===== src/rtl/alu_seq_pkg.sv =====
// rtl/alu_seq_pkg.sv - shared constants and state encoding for the ALU source sequencer
package alu_seq_pkg;

  localparam int NUM_GROUPS  = 4;
  localparam int GROUP_LANES = 16;
  localparam int WF_LANES    = 64;

  typedef enum logic {
    ST_IDLE = 1'b0,
    ST_RUN  = 1'b1
  } seq_state_e;

endpackage


===== src/rtl/exec_group_scan.sv =====
// rtl/exec_group_scan.sv - per-slice activity of an exec mask and lookahead for active slices above the current one
module exec_group_scan
  import alu_seq_pkg::*;
(
  input  logic [WF_LANES-1:0]   exec,
  input  logic [1:0]            group,
  output logic [NUM_GROUPS-1:0] act,
  output logic                  act_cur,
  output logic                  more
);

  always_comb begin
    act  = '0;
    more = 1'b0;
    for (int g = 0; g < NUM_GROUPS; g++) begin
      act[g] = |exec[g*GROUP_LANES +: GROUP_LANES];
    end
    // Only slices strictly above the current one decide whether another step is needed.
    for (int g = 0; g < NUM_GROUPS; g++) begin
      if (g > int'(group)) more = more | act[g];
    end
    act_cur = act[group];
  end

endmodule


===== src/rtl/alu_src_sequencer.sv =====
// rtl/alu_src_sequencer.sv - steps one wavefront instruction through the ALU in 16-lane slices, skipping trailing idle slices
module alu_src_sequencer
  import alu_seq_pkg::*;
#(
  parameter int TAG_W = 6
) (
  input  logic                clk,
  input  logic                rst,
  input  logic                issue_valid,
  output logic                issue_ready,
  input  logic [WF_LANES-1:0] issue_exec,
  input  logic [TAG_W-1:0]    issue_tag,
  output logic                src_buffer_wr_en,
  output logic                src_buffer_shift_en,
  input  logic                alu_stall,
  output logic                alu_valid,
  output logic [1:0]          alu_group,
  output logic                alu_first,
  output logic                alu_last,
  output logic [TAG_W-1:0]    alu_tag,
  output logic                seq_done,
  output logic                busy
);

  seq_state_e          state_q, state_d;
  logic [1:0]          group_q, group_d;
  logic [WF_LANES-1:0] exec_q, exec_d;
  logic [TAG_W-1:0]    tag_q, tag_d;
  logic                seen_q, seen_d;

  logic [NUM_GROUPS-1:0] act;
  logic                  act_cur;
  logic                  more;

  exec_group_scan u_scan (
    .exec    (exec_q),
    .group   (group_q),
    .act     (act),
    .act_cur (act_cur),
    .more    (more)
  );

  logic run;
  logic advance;
  logic final_slice;
  logic accept;

  always_comb begin
    run         = (state_q == ST_RUN) && !rst;
    advance     = run && !alu_stall;
    final_slice = advance && !more;
    issue_ready = !rst && ((state_q == ST_IDLE) || final_slice);
    accept      = issue_valid && issue_ready;

    src_buffer_wr_en    = accept;
    src_buffer_shift_en = advance && more;
    seq_done            = final_slice;
    busy                = run;
    alu_valid           = run && act_cur;
    alu_first           = run && act_cur && !seen_q;
    alu_last            = run && act_cur && !more;
    alu_group           = run ? group_q : 2'd0;
    alu_tag             = run ? tag_q : '0;
  end

  always_comb begin
    state_d = state_q;
    group_d = group_q;
    exec_d  = exec_q;
    tag_d   = tag_q;
    seen_d  = seen_q;
    if (accept) begin
      // Accepting in the final cycle of the previous instruction gives zero-bubble back-to-back issue.
      state_d = ST_RUN;
      group_d = 2'd0;
      exec_d  = issue_exec;
      tag_d   = issue_tag;
      seen_d  = 1'b0;
    end else if (advance) begin
      if (more) begin
        group_d = group_q + 2'd1;
        seen_d  = seen_q | act_cur;
      end else begin
        state_d = ST_IDLE;
      end
    end
  end

  always_ff @(posedge clk) begin
    if (rst) begin
      state_q <= ST_IDLE;
      group_q <= 2'd0;
      exec_q  <= '0;
      tag_q   <= '0;
      seen_q  <= 1'b0;
    end else begin
      state_q <= state_d;
      group_q <= group_d;
      exec_q  <= exec_d;
      tag_q   <= tag_d;
      seen_q  <= seen_d;
    end
  end

endmodule


===== config.mk =====
export PLATFORM = sky130hd
export DESIGN_NAME = alu_src_sequencer
export DESIGN_NICKNAME = d
export VERILOG_FILES = /design/src/rtl/alu_seq_pkg.sv /design/src/rtl/exec_group_scan.sv /design/src/rtl/alu_src_sequencer.sv
export SDC_FILE = /design/constraint.sdc
export NUM_CORES = 1
export LEC_CHECK = 0
export ABC_CLOCK_PERIOD_IN_PS = 2900
export BUFFER_PORTS_ARGS = -buffer_cell sky130_fd_sc_hd__buf_2
export CAP_MARGIN = 20
export CORE_UTILIZATION = 52
export CTS_CLUSTER_DIAMETER = 150
export DETAILED_ROUTE_END_ITERATION = 10
export GPL_TIMING_DRIVEN = 0
export PLACE_DENSITY = 0.87
export REMOVE_ABC_BUFFERS = 1
export SETUP_SLACK_MARGIN = 0.02
export SYNTH_ARGS = -nofsm -noshare
export SYNTH_HDL_FRONTEND = slang
export SYNTH_HIERARCHICAL = 1
export SYNTH_SLANG_ARGS = --single-unit

===== constraint.sdc =====
create_clock -name clk -period 2.9 [get_ports clk]
set_input_delay 0.58 -clock clk [delete_from_list [all_inputs] [get_ports clk]]
set_output_delay 0.58 -clock clk [all_outputs]
set_load 0.01 [all_outputs]

==> impl_summary.md <==
Status
The run finished with clean final reports.

Finish
The number of diodes is 0. Cells with a size suffix above 1 make up 29.7% of the layout. The final layout contains 534 nets. The relative area change from synthesis to final layout is 28.8%.

Clock tree
The clock reaches the later pin of the worst-skew pair after 0.35 ns. TritonCTS built the clock tree. Counting every sink on the clock net gives 74.

The clock slew seen by the registers of the worst setup and hold paths is 0.08 ns. The CTS root buffer is clkbuf_8. The number of buffers between clock root and the deepest sink is 2. CTS built an H-tree with a depth of 3.

The hold buffer count at CTS is 0. The number of clock buffers inserted by TritonCTS is 9.

Global routing
Global routing finished with a remaining overflow of 0. The initial antenna violation count was 0. The maximum number of pins on one net before global-route repair is 80. The first global-routing pass estimated 13.1 mm of wire. The global-route usage over all layers is 27.1%. The via count of the first global-routing pass is 2775.

Die
The die outline height is 80.1 µm. Once the floorplan was initialized, standard cells occupied 53.6% of the core. The total I/O pin count is 90. The floorplan die area is 0.00642 mm².

The core region area is 0.00592 mm². The initialized floorplan defines 28 standard-cell rows. The chip width is 80.1 µm.

STA
The final number of setup-violating endpoints is 0. The slew at the pin closest to its max-slew limit is 0.817 ns. The final critical delay including setup and external delays is 2.81 ns. Across the routed clock network, the largest skew measured is 0.0111 ns. The maximum operating frequency is 0.356 GHz. The final critical path takes up 96.7% of the cycle. The count of final max-slew check failures was 0. The hold violation total from the final report is 0. The final setup TNS is 0 ns. The relative max-transition margin is 45.5%.

Routing
The iteration count of the initial detailed-routing pass is 4. The iteration-0 DRC count of the detailed router is 204. After detailed routing, the total wire length is 8.20 mm.

After detailed routing, the average wire length per cell comes to 15.2 µm. The remaining design rule violation count is 0. The per-cell via count in the routed design is 5.49.

The overall via count from detail_route is 2964. The number of antenna-violating nets in the routed design is 0.

Power and ir drop
Combinational logic is responsible for 13.9% of the overall power. The power density normalized to cell area is 570 mW/mm². The fraction of power consumed by the clock network is 37.6%. VDD sags by at most 0.409 mV.

The part of the power in registers is 48.4%. The switching power is 597 µW. The internal power contribution is 1.73 mW. The total design power is 2.33 mW. The leakage power of the design is 1.67 nW. The net switching fraction of the power is 25.6%.

Yosys
The cell accounting for the most synthesized area is dfxtp_1. The sequential cell area fraction in the yosys report is 46.7%. In this run the cell area of the synthesized design comes to 0.00318 mm². For this run, the leading register cell type out of synthesis is dfxtp_1. After synthesis, the share of flip-flops with an asynchronous set or reset is 0%. The average footprint of a synthesized cell is 8.49 µm². The number of synthesized flops with an enable pin is 0. Ranked by instance count, the synthesized netlist is headed by dfxtp_1 (74), nand2b_1 (70), nand3_1 (70).

The synthesized design contains 74 register bits. Counting every instance in the synthesized netlist gives 374. By area the synthesized netlist is led by dfxtp_1 (47%), nand2b_1 (14%), nand3_1 (11%). The most common cell in the synthesized netlist is dfxtp_1. The number of distinct standard cells referenced by the synthesized netlist is 27.

Yosys printed 6 warnings. The top cell type by area accounts for 46.7% of the synthesized area.

Hold path
The tightest min-delay check is of the in2reg type.

Job
The max-cap check violation count is 0.

Worst setup path
The critical path arrival is 2.23 ns. The worst endpoint required time is 2.32 ns. The highest net fanout along the worst path is 4. The worst setup path is captured at an output port.

The critical path class is reg2out. The worst setup path is launched from a register.

Placement
Routability-driven placement finished with a final weighted congestion of 0.765. The half-perimeter wire length of the detailed placement result is 4.45 mm. Input and output buffers added on the ports amount to 89.
-- metal layers --
metal  vias up  wire (µm)  GRT usage [%]
met5         -          0              0
met1      1394       3730           33.3
met4         0         92           9.64
li1       1479          -              -
met3         9        360           6.02
met2        82       4020           46.5
-- power groups by stage --
| stage | Combinational, mW | Sequential (mW) | Clock [mW] |
|---|---|---|---|
| final | 0.324 | 1.13 | 0.877 |
| after floorplan | 0.153 | 1.14 | 0 |
| after detailed placement | 0.268 | 1.15 | 0 |
| after global routing | 0.354 | 1.14 | 0.932 |
| after CTS | 0.317 | 1.13 | 0.881 |
| after global placement | 0.251 | 1.14 | 0 |
-- placed cells by master, fill, tap and decap left out, types with 3 or more instances in the layout --
master / Yosys / routed
nor4_1: 15 / 10
bufbuf_16: 0 / 4
mux2i_1: 3 / 3
o21ai_1: 69 / 67
nand4_1: 4 / 4
buf_12: 0 / 3
o21ai_0: 3 / 3
and2_1: 9 / 8
dfxtp_1: 74 / 73
buf_4: 0 / 9
nor2_1: 7 / 7
buf_2: 2 / 88
nand3_1: 70 / 70
o21ai_2: 1 / 3
clkbuf_8: 0 / 9
nor4_2: 1 / 6
nand2b_1: 70 / 70
-- cell type report --
| class | instances | area [µm²] |
|---|---|---|
| flip-flops and latches | 74 | 1480 |
| multi-input cells | 269 | 1590 |
| clock buffers | 9 | 124 |
| repair buffers | 104 | 698 |
| clock inverters | 7 | 93.8 |
| fillers | 466 | 1830 |
| inverters | 2 | 7.51 |
| well taps | 75 | 93.8 |
-- sequential cells by signal, summed over array words and instances (netlist names) --
signal   count
exec_q      64
group_q      2
tag_q        6
seen_q       1
state_q      1
-- what timing repair did --
item / in CTS / in global routing
pin swaps: 6 / 6
setup endpoints to repair: 73 / 1
gates cloned: 7 / 0
gates resized for setup: 6 / 5
buffers inserted: 6 / 2
-- critical path, stage by stage, from the launching register on --
cell	delay [ns]
dfxtp_1	0.33
nor4_2	0.31
nand4_1	0.26
o21ai_2	0.20
o21ai_2	0.10
o21ai_4	0.17
buf_12	0.12
and2_4	0.17
buf_12	0.10
buf_2	0.11
-- through the flow --
| stage | area, µm² | setup slack (ns) | hold WS [ns] | cells | utilization, % |
|---|---|---|---|---|---|
| 2_1_floorplan | 2990 | -2.11 | 0.437 | 342 | - |
| 6_report | 4090 | 0.0946 | 0.443 | 540 | 69.1 |
| 3_3_place_gp | 3530 | -4.73 | 0.448 | 506 | 59.7 |
| 5_1_grt | 4090 | -0.00754 | 0.438 | 540 | 69.1 |
| 4_1_cts | 4050 | 0.0533 | 0.438 | 538 | 68.4 |
| 3_5_place_dp | 3610 | -1.06 | 0.451 | 509 | 60.9 |
-- kinds of logic after synthesis --
kind of cell    after synthesis  share of synthesized area (%)
flops                        74                           46.7
compound gates               77                           12.5
mux                           3                          0.946
simple gates                185                           33.7
buf+inv                      34                           5.99
xor+xnor                      1                          0.276
-- path summary, 6_finish.rpt --
| path | startpoint | cells after the start | endpoint | slack [ns] |
|---|---|---|---|---|
| min | issue_exec[61] | 3 | exec_q[61]$_SDFFE_PP0P_ | 0.44 |
| min reg2reg | tag_q[3]$_SDFFE_PP0P_ | 2 | tag_q[3]$_SDFFE_PP0P_ | 0.46 |
| max reg2reg | exec_q[50]$_SDFFE_PP0P_ | 8 | exec_q[37]$_SDFFE_PP0P_ | 0.56 |
| max | exec_q[50]$_SDFFE_PP0P_ | 9 | src_buffer_wr_en | 0.09 |
No activity file was read; power rests on OpenSTA's default activity.
